$ cat config.mk
export PLATFORM = sky130hd
export DESIGN_NAME = exibe_sequencia_flat
export DESIGN_NICKNAME = d
export VERILOG_FILES = /design/src/rtl/exibe_sequencia_if.sv /design/src/rtl/exibe_sequencia.sv /design/src/flat_wrapper.sv
export SDC_FILE = /design/constraint.sdc
export NUM_CORES = 1
export LEC_CHECK = 0
export BUFFER_PORTS_ARGS = -buffer_cell sky130_fd_sc_hd__buf_2
export CAP_MARGIN = 0
export CORE_MARGIN = 8
export CORE_UTILIZATION = 57
export DETAILED_ROUTE_END_ITERATION = 8
export MAX_ROUTING_LAYER = met4
export PLACE_DENSITY = 0.83
export SYNTH_ARGS = -nofsm -noshare
export SYNTH_HDL_FRONTEND = slang
export SYNTH_SLANG_ARGS = --single-unit
$ cat constraint.sdc
create_clock -name clock -period 4.97 [get_ports clock]
set_clock_uncertainty 0.2 [all_clocks]
set_input_delay 0.497 -clock clock [delete_from_list [all_inputs] [get_ports clock]]
set_output_delay 0.497 -clock clock [all_outputs]
set_load 0.01 [all_outputs]
$ cat src/rtl/exibe_sequencia_if.sv
// exibe_sequencia_if
//   Groups the presentation unit's control and sequence-memory signals.
//   slave  : the presentation unit (exibe_sequencia)
//   master : the game control side plus the sequence memory
//   Signals:
//     iniciar      start request
//     limite       last address to show (0..15)
//     mem_dado     sequence memory read data for mem_endereco
//     mem_endereco sequence memory address
//     leds         player LEDs
//     ocupado      high while a presentation is in progress
//     fim          one-cycle completion pulse
//     db_estado    FSM state code for the debug display
interface exibe_sequencia_if;
    logic       iniciar;
    logic [3:0] limite;
    logic [3:0] mem_dado;
    logic [3:0] mem_endereco;
    logic [3:0] leds;
    logic       ocupado;
    logic       fim;
    logic [3:0] db_estado;

    modport slave (
        input  iniciar, limite, mem_dado,
        output mem_endereco, leds, ocupado, fim, db_estado
    );

    modport master (
        output iniciar, limite, mem_dado,
        input  mem_endereco, leds, ocupado, fim, db_estado
    );
endinterface

$ cat src/rtl/exibe_sequencia.sv
// exibe_sequencia
//   Shows the stored game sequence: walks addresses 0..limite of the sequence
//   memory, lighting each entry on the LEDs for T_ON cycles followed by a
//   T_OFF-cycle dark gap, then pulses fim for one cycle.
//   Optional macro EXIBE_SEQUENCIA_FLASH_FINAL_EN adds a final all-LEDs-on
//   FLASH state of T_ON cycles before FIM.
//   Ports:
//     clock  system clock, rising edge
//     reset  synchronous, active-high
//     bus    exibe_sequencia_if.slave (iniciar, limite, mem_dado in;
//            mem_endereco, leds, ocupado, fim, db_estado out)
//   Parameters:
//     T_ON   cycles each entry is lit (>=1)
//     T_OFF  cycles of dark gap after each entry (>=1)
module exibe_sequencia #(
    parameter int T_ON  = 1000,
    parameter int T_OFF = 500
) (
    input  logic               clock,
    input  logic               reset,
    exibe_sequencia_if.slave   bus
);

    localparam int T_MAX = (T_ON > T_OFF) ? T_ON : T_OFF;
    localparam int TW    = $clog2(T_MAX + 1);

    localparam logic [TW-1:0] TON_ULT  = TW'(T_ON - 1);
    localparam logic [TW-1:0] TOFF_ULT = TW'(T_OFF - 1);

    typedef enum logic [3:0] {
        INICIAL = 4'h0,
        ACESO   = 4'h1,
        APAGADO = 4'h2,
`ifdef EXIBE_SEQUENCIA_FLASH_FINAL_EN
        FLASH   = 4'h3,
`endif
        FIM     = 4'hF
    } estado_t;

    estado_t       estado_q, estado_d;
    logic [3:0]    endereco_q, endereco_d;
    logic [3:0]    limite_q, limite_d;
    logic [TW-1:0] timer_q, timer_d;

    logic [3:0]    leds;
    logic          ocupado;
    logic          fim;

    always_ff @(posedge clock) begin
        if (reset) begin
            estado_q   <= INICIAL;
            endereco_q <= '0;
            limite_q   <= '0;
            timer_q    <= '0;
        end else begin
            estado_q   <= estado_d;
            endereco_q <= endereco_d;
            limite_q   <= limite_d;
            timer_q    <= timer_d;
        end
    end

    always_comb begin
        estado_d   = estado_q;
        endereco_d = endereco_q;
        limite_d   = limite_q;
        timer_d    = timer_q;
        leds       = '0;
        ocupado    = 1'b0;
        fim        = 1'b0;

        case (estado_q)
            INICIAL: begin
                if (bus.iniciar) begin
                    limite_d   = bus.limite;
                    endereco_d = '0;
                    timer_d    = '0;
                    estado_d   = ACESO;
                end
            end

            ACESO: begin
                leds    = bus.mem_dado;
                ocupado = 1'b1;
                if (timer_q == TON_ULT) begin
                    timer_d  = '0;
                    estado_d = APAGADO;
                end else begin
                    timer_d = timer_q + 1'b1;
                end
            end

            APAGADO: begin
                ocupado = 1'b1;
                if (timer_q == TOFF_ULT) begin
                    timer_d = '0;
                    // Comparing before incrementing keeps endereco from
                    // wrapping 15 -> 0 on the last entry.
                    if (endereco_q == limite_q) begin
`ifdef EXIBE_SEQUENCIA_FLASH_FINAL_EN
                        estado_d = FLASH;
`else
                        estado_d = FIM;
`endif
                    end else begin
                        endereco_d = endereco_q + 4'd1;
                        estado_d   = ACESO;
                    end
                end else begin
                    timer_d = timer_q + 1'b1;
                end
            end

`ifdef EXIBE_SEQUENCIA_FLASH_FINAL_EN
            FLASH: begin
                leds    = '1;
                ocupado = 1'b1;
                if (timer_q == TON_ULT) begin
                    timer_d  = '0;
                    estado_d = FIM;
                end else begin
                    timer_d = timer_q + 1'b1;
                end
            end
`endif

            FIM: begin
                fim      = 1'b1;
                estado_d = INICIAL;
            end

            default: begin
                timer_d  = '0;
                estado_d = INICIAL;
            end
        endcase
    end

    assign bus.mem_endereco = endereco_q;
    assign bus.leds         = leds;
    assign bus.ocupado      = ocupado;
    assign bus.fim          = fim;
    assign bus.db_estado    = estado_q;

endmodule
$ cat src/flat_wrapper.sv
// flat-port wrapper written by rule: the top's interface ports become plain ports
module exibe_sequencia_flat 
#(
    parameter int T_ON  = 1000,
    parameter int T_OFF = 500
)
  (clock, reset, bus_iniciar, bus_limite, bus_mem_dado, bus_mem_endereco, bus_leds, bus_ocupado, bus_fim, bus_db_estado);
  exibe_sequencia_if bus_i ();
  input  logic clock;
  input  logic reset;
  input wire logic [$bits(bus_i.iniciar)-1:0] bus_iniciar;
  input wire logic [$bits(bus_i.limite)-1:0] bus_limite;
  input wire logic [$bits(bus_i.mem_dado)-1:0] bus_mem_dado;
  output wire logic [$bits(bus_i.mem_endereco)-1:0] bus_mem_endereco;
  output wire logic [$bits(bus_i.leds)-1:0] bus_leds;
  output wire logic [$bits(bus_i.ocupado)-1:0] bus_ocupado;
  output wire logic [$bits(bus_i.fim)-1:0] bus_fim;
  output wire logic [$bits(bus_i.db_estado)-1:0] bus_db_estado;
  assign bus_i.iniciar = bus_iniciar;
  assign bus_i.limite = bus_limite;
  assign bus_i.mem_dado = bus_mem_dado;
  assign bus_mem_endereco = bus_i.mem_endereco;
  assign bus_leds = bus_i.leds;
  assign bus_ocupado = bus_i.ocupado;
  assign bus_fim = bus_i.fim;
  assign bus_db_estado = bus_i.db_estado;
  exibe_sequencia #(.T_ON(T_ON), .T_OFF(T_OFF)) u_core (.clock(clock), .reset(reset), .bus(bus_i));
endmodule
* Yosys cells after proc, flatten, opt, wreduce, memory -nomap -nowiden
Index checks and enable logic that the tools add are counted. W data, S select, Z words.
Storage, ports and cells: register bits 22, output and inout bits 14, logic and storage cells 40
Operators by class: $add $sub $neg 2, equal/unequal tests 10, mux-type cells 16, bitwise logic cells 1, reductions and logical operators 7
Operators by type and width (count):
- $pmux W10 S4 | 1
- $mux W4 | 8
- $mux W10 | 3
- $pmux W4 S3 | 1
- $add A10 B1 Y10 const B | 1
- $eq A10 B10 Y1 const B | 1
- $eq A10 B9 Y1 const B | 1
- $pmux W4 S2 | 1
- $add A4 B1 Y4 const B | 1
- $eq A4 B1 Y1 const B | 1
- $eq A4 B2 Y1 const B | 1
- $eq A4 B4 Y1 | 1
- $eq A4 B4 Y1 const B | 1
- $logic_not A4 Y1 | 1
- $ne A2 B1 Y1 const B | 2
- $ne A2 B2 Y1 const B | 2
- $reduce_and A2 Y1 | 2
- $reduce_and A4 Y1 | 1
- $reduce_and A3 Y1 | 1
- $mux W1 | 2
- $reduce_bool A2 Y1 | 1
- $reduce_or A2 Y1 | 1
- $not A1 Y1 | 1

* Longest topological paths before layout
Gate-level depths: netlist (run 1).
depth after elaboration 4, depth in mapped cells 6

* Worst setup path before layout (run 1)
Ideal clock, no wire load.
path type register to register, from register u_core.timer_q[0], to register u_core.timer_q[1], library setup time 0.128 ns, arrival 1.638 ns, data required time 4.642 ns, setup slack 3.004 ns, stages on the path, launching flop included 7, buffers on the path 0, cells stage by stage dfxtp_1 > ha_1 > nand4b_4 > or4_1 > a2bb2oi_1 > a22oi_1 > nor2_1
On the way: longest elaborated chain between the ends 3, elaborated cells on any way between the ends 6, classes of those cells add/sub (1); eq/ne (2); mux (3)
Ends and longest elaborated chain:
- from (decl) | line exibe_sequencia.sv:43 | logic [TW-1:0] timer_q, timer_d;
- from (signal assigned) | line exibe_sequencia.sv:59 | timer_q <= timer_d;
- $add A10 B1 Y10 (tied with other cells) | line exibe_sequencia.sv:89, exibe_sequencia.sv:110
- $mux W10 (on tied branches) | line exibe_sequencia.sv:95, exibe_sequencia.sv:85
- $pmux W10 S4 (*) | line exibe_sequencia.sv:72 | case (estado_q)
Every way passes the cells marked *; elsewhere a longest branch is shown, timed or not. A chain may end at the register's enable or synchronous reset.

* Worst setup path in the final report (run 1)
from register u_core.estado_q[0], in the netlist u_core.bus.db_estado[0], to output bus_fim
On the way: longest elaborated chain between the ends 2
Ends and longest elaborated chain:
- from (decl) | line exibe_sequencia.sv:40 | estado_t estado_q, estado_d;
- from (signal assigned) | line exibe_sequencia.sv:56 | estado_q <= estado_d;
- $eq A4 B4 Y1 | line exibe_sequencia.sv:72
- $mux W1 | line exibe_sequencia.sv:72
- to (decl) | line flat_wrapper.sv:17 | output wire logic [$bits(bus_i.fim)-1:0] bus_fim;
Every way passes these cells.

==> results of run 1 <==
## stage by stage
| stage | cell area [sq um] | instances | utilization [%] | setup WS, ps | total power (uW) |
|---|---|---|---|---|---|
| after global placement | 1320 | 187 | 66.5 | 2920 | 247 |
| after global routing | 1350 | 191 | 67.9 | 2540 | 350 |
| after floorplan | 1200 | 144 | - | 3000 | 230 |
| final | 1350 | 191 | 67.9 | 2700 | 331 |
| after CTS | 1350 | 191 | 67.9 | 2700 | 335 |
| after detailed placement | 1320 | 187 | 66.5 | 2860 | 249 |
## power groups by stage
stage / sequential, uW / combinational, uW / clock (uW)
after global routing: 187 / 68.3 / 94.5
after floorplan: 184 / 45.6 / 0
after detailed placement: 189 / 60.0 / 0
after global placement: 188 / 58.4 / 0
final: 185 / 60.7 / 84.8
after CTS: 185 / 60.6 / 89.2
## final cells by class
type | count | area [sq um]
Clock buffer | 3 | 22.5
Sequential cell | 21 | 420
Tap cell | 27 | 33.8
Clock inverter | 1 | 5.00
Fill cell | 175 | 637
Multi-Input combinational cell | 114 | 739
Inverter | 1 | 3.75
Timing Repair Buffer | 24 | 120
## worst paths after layout
| path | start | slack (ps) | endpoint | depth (start not counted) |
|---|---|---|---|---|
| setup reg to reg | u_core.timer_q[0] | 2820 | u_core.timer_q[1] | 6 |
| setup / recovery | u_core.bus.db_estado[0] | 2700 | bus_fim | 2 |
| hold / removal | bus_limite[3] | 200 | u_core.limite_q[3] | 3 |
| hold reg to reg | u_core.limite_q[2] | 280 | u_core.limite_q[2] | 2 |
## critical path, cell delays in order (launching register included)
cell and delay, ps:
dfxtp_1 710, and3_1 370, buf_2 180
## cell families after synthesis
logic type | share of synthesized area (%)
AO/OA/AOI/OAI | 14.3
XOR/XNOR | 8.05
adder cells (fa/ha/maj) | 2.09
buffers and inverters | 3.14
AND/OR/NAND/NOR | 36.5
flip-flops | 35.1
multiplexers | 0.836
## registers in the layout (all words and copies together), names as in the netlist
register,cells
u_core.timer_q,10
u_core.bus.db_estado,3
u_core.limite_q,4
u_core.bus.mem_endereco,4
## metal layers
layer	track usage (%)	routed length, um	up-vias
met2	25.3	1230	48
met3	3.70	281	5
li1	-	-	561
met4	7.47	42	0
met1	20.0	1180	489
met5	-	0	-
## layout by cell type, fill, tap and decap left out, drive strengths merged, types with 2 or more instances in the layout
cell type	synthesis	layout
nor4	4	4
ha	2	2
nand2	20	20
xnor2	4	4
a21oi	10	10
or4	2	2
nor3	7	7
and3	7	7
clkbuf	7	3
nand2b	3	3
a22oi	2	2
nand3	7	7
a211oi	2	2
nor2	13	13
nand4	5	5
xor2	7	7
dfxtp	21	21
buf	1	24
o21ai	4	4
==> flow_summary.yaml, run 1 <==
place:
  port_buffers: 24
  post-dp-hpwl_um: 2080
  gp_congestion: 0.822
die:
  core.rowCount: 16
  fp.dieH_um: 61.8
  core-area_sq_um: 1980
  io_pins: 25
  die_w_um: 61.8
  start_util_pct: 60.4
  die-area_sq_um: 3820
pwr:
  swShare_pct: 30.6
  comb_power_share_pct: 18.4
  clkPwrFrac_pct: 25.7
  power.switching_uw: 101
  p_leak_uw: 0.000582
  powerDensity_nw_per_um2: 246
  seqPwrFrac_pct: 56.0
  peakVddDrop_v: 0.000172
  p_int_uw: 230
synth:
  syn_area_per_cell_sq_um: 8.32
  postSynthCellCount: 144
  yosysWarnings: 0
  ys_top_cells_by_count: "21 x dfxtp_1, 19 x nand2_1, 13 x nor2_1"
  synth_edf_count: 0
  ys_async_sr_fraction_pct: 0
  ys.flop_type: "dfxtp_1"
  yosys-top-cells-area: "dfxtp_1 35%, nand2_1 6.0%, xor2_1 5.1%"
  yosysUniqueCellTypes: 42
  synthesis.nets: 157
  synth_top_area_share_pct: 35.1
  synth.most_common_cell: "dfxtp_1"
  synth_largest_area_cell: "dfxtp_1"
  netlist_area_sq_um: 1200
  seq_area_frac_synth_pct: 35.1
  synth_seq_cells: 21
worst_setup_path:
  startpoint_type: "flip-flop"
  crit_path_end_kind: "output pin"
  crit_type: "reg2out"
  cp_max_fo: 18
  worstPathRequired_ps: 4270
  crit_arrival_ps: 1570
timing:
  final_max_slew_viol_count: 0
  fin_crit_ps: 2270
  tightest_slew_ps: 585
  period_share_pct: 45.6
  slew-limit-headroom_pct: 60.9
  hold_viol: 0
  fmax_mhz: 441
  tns_ps: 0
  rsz0062_at_grt: "false"
  setup_viol: 0
  hold_slack_ps: 205
layout:
  drive_gt1_share_pct: 24.4
  diodes: 0
  area_growth_pct: 12.3
  nNetsFinal: 178
drt:
  drt-total-wl_um: 2730
  dr.pass1.iters: 4
  ant_nets: 0
  vias: 1103
  viasPerCell: 5.77
  drc: 0
  routedWlPerCell_um: 14.3
  drt_iter0_markers: 53
global_route:
  antenna_found_initial: 0
  first_global_vias: 1048
  grt-ovfl-total: 0
  track_usage_pct: 16.5
  grt_max_degree: 19
  grt_pass1_wl_um: 4590
clock_tree:
  insertion_delay_ps: 310
  cts_tree: "done"
  root_buffer: "clkbuf_4"
  cts_sinks: 21
  numCtsBuffers: 3
  htreeDepth: 1
  cts_setup_buffers: 0
  cts.path.max_buffers: 2
  cts-hold-fix-buffers: 0
  clkTransAtPathRegs_ps: 120
  ctsResizeCount: 0
job:
  max_cap_viol_count: 0
outcome:
  run_status: "completed"
hold_path:
  hp-class: "in2reg"
(Power assumes the default switching activity.)
==> run 2: changes to the inputs <==
--- a/config.mk
+++ b/config.mk
@@ -8,10 +8,10 @@
 export BUFFER_PORTS_ARGS = -buffer_cell sky130_fd_sc_hd__buf_2
 export CAP_MARGIN = 0
 export CORE_MARGIN = 8
-export CORE_UTILIZATION = 57
+export CORE_UTILIZATION = 48
 export DETAILED_ROUTE_END_ITERATION = 8
 export MAX_ROUTING_LAYER = met4
-export PLACE_DENSITY = 0.83
+export PLACE_DENSITY = 0.74
 export SYNTH_ARGS = -nofsm -noshare
 export SYNTH_HDL_FRONTEND = slang
 export SYNTH_SLANG_ARGS = --single-unit
==> constraint.sdc (replaced) <==
create_clock -name clock -period 1.95 [get_ports clock]
set_clock_uncertainty 0.2 [all_clocks]
set_input_delay 0.195 -clock clock [delete_from_list [all_inputs] [get_ports clock]]
set_output_delay 0.195 -clock clock [all_outputs]
set_load 0.01 [all_outputs]
==> flow_summary.yaml, run 2 (synthesis gave the netlist of run 1 again) <==
outcome:
  run_status: "completed"
global_route:
  grt_pass1_wl_um: 5200
  grt-ovfl-total: 0
  track_usage_pct: 15.0
  first_global_vias: 1189
  grt_max_degree: 17
  antenna_found_initial: 0
hold_path:
  min_to: "u_core.timer_q[2]"
  hp-class: "in2reg"
  hold_depth: 2
  min_from: "reset"
worst_setup_path:
  cp_max_fo: 3
  worstPathRequired_ps: 1940
  r2r_start: "u_core.timer_q[0]"
  r2r-end: "u_core.timer_q[1]"
  startpoint_type: "flip-flop"
  crit_type: "reg2reg"
  r2r_slack_ps: 4
  worst_r2r_path_depth: 6
  crit_path_end_kind: "flip-flop"
  crit_arrival_ps: 1930
drt:
  dr.pass1.iters: 4
  vias: 1159
  ant_nets: 0
  drt_iter0_markers: 68
  viasPerCell: 5.52
  drt-total-wl_um: 3000
  routedWlPerCell_um: 14.3
  drc: 0
job:
  max_cap_viol_count: 0
pwr:
  peakVddDrop_v: 0.000404
  powerDensity_nw_per_um2: 559
  p_leak_uw: 0.000673
timing:
  hold_viol: 0
  setup_viol: 0
  fmax_mhz: 514
  final_max_slew_viol_count: 0
  rsz0062_at_grt: "true"
  slew-limit-headroom_pct: 71.6
  tightest_slew_ps: 424
  period_share_pct: 99.8
  fin_crit_ps: 1950
layout:
  nNetsFinal: 194
  final_cell_mix: "24 x buf_2, 19 x nand2_1, 18 x dfxtp_1, 12 x nor2_1, 11 x buf_4"
  layout.cells.non_filler: 210
  layout_commonest_cell: "buf_2"
  largest_reg_flops: 10
  drive_gt1_share_pct: 33.3
  area_growth_pct: 30.5
  utilization_pct: 64.8
  largest-register: "u_core.timer_q"
  diodes: 0
die:
  die_w_um: 65.9
  core-area_sq_um: 2410
  fp.dieH_um: 65.9
  core.rowCount: 18
  die-area_sq_um: 4350
  start_util_pct: 49.7
  io_pins: 25
clock_tree:
  cts_sinks: 21
  numCtsBuffers: 3
  root_buffer: "clkbuf_4"
  htreeDepth: 1
  cts.path.max_buffers: 2
  insertion_delay_ps: 300
  clkTransAtPathRegs_ps: 110
  cts_tree: "done"
place:
  placed_cells: 200
  gp_congestion: 0.865
  port_buffers: 24
  post-dp-hpwl_um: 2230
==> run 2: cell type report <==
| cell class | count | area, sq um |
|---|---|---|
| inverter | 1 | 3.75 |
| clock buffer | 4 | 26.3 |
| tap | 30 | 37.5 |
| timing repair buffer | 40 | 263 |
| multi-input combinational | 114 | 808 |
| fill | 210 | 847 |
| sequential | 21 | 424 |
==> run 2: worst max-delay path by stage <==
stage / to / slack (ps) / cells after the start / start
final: u_core.timer_q[1] / 4 / 6 / u_core.timer_q[0]
after global routing: u_core.bus.mem_endereco[3] / -50 / 7 / u_core.timer_q[0]
after CTS: u_core.timer_q[1] / 5 / 6 / u_core.timer_q[1]
after detailed placement: u_core.timer_q[1] / -30 / 6 / u_core.timer_q[1]
after global placement: u_core.timer_q[1] / 60 / 6 / u_core.timer_q[1]
after floorplan: u_core.timer_q[1] / 30 / 6 / u_core.timer_q[0]
==> run 2: per-layer routing <==
layer  share of wire [%]  global-route usage (%)  up-vias
li1                    -                       -      588
met4                0.97                    6.13        0
met5                   0                       -        -
met3                 7.2                    3.22        4
met2                  48                    25.2       30
met1                  44                    16.7      537
==> run 2: through the flow <==
stage                     power (uW)  cell area (sq um)  setup TNS [ps]  worst slack (ps)  hold WS, ps
final                            874               1560               0              4.46         44.3
after global routing             933               1560            -315             -51.9         47.8
after CTS                        863               1470               0              5.14         36.4
after detailed placement         651               1400           -38.7             -32.6          244
after global placement           644               1400               0              61.6          236
after floorplan                  586               1200               0              32.5         64.1
==> run 2: power by group <==
group | leakage [uW] | switching, uW | internal, uW
Clock | 0.0000150 | 127 | 79.7
Combinational | 0.000486 | 111 | 89.5
Sequential | 0.000172 | 22.2 | 445
==> run 2: worst max-delay path: stages (launching register included) <==
cell	delay, ps
dfxtp_2	380
ha_4	150
nand4b_4	130
or4_4	570
a2bb2oi_2	170
a22oi_1	180
nor2_1	60
==> run 2: what timing repair did <==
item,in CTS,in global routing
buffers inserted,0,2
hold endpoints to repair,4,0
setup endpoints to repair,4,12
pin swaps,0,4
hold buffers,4,0
gates resized for setup,4,9
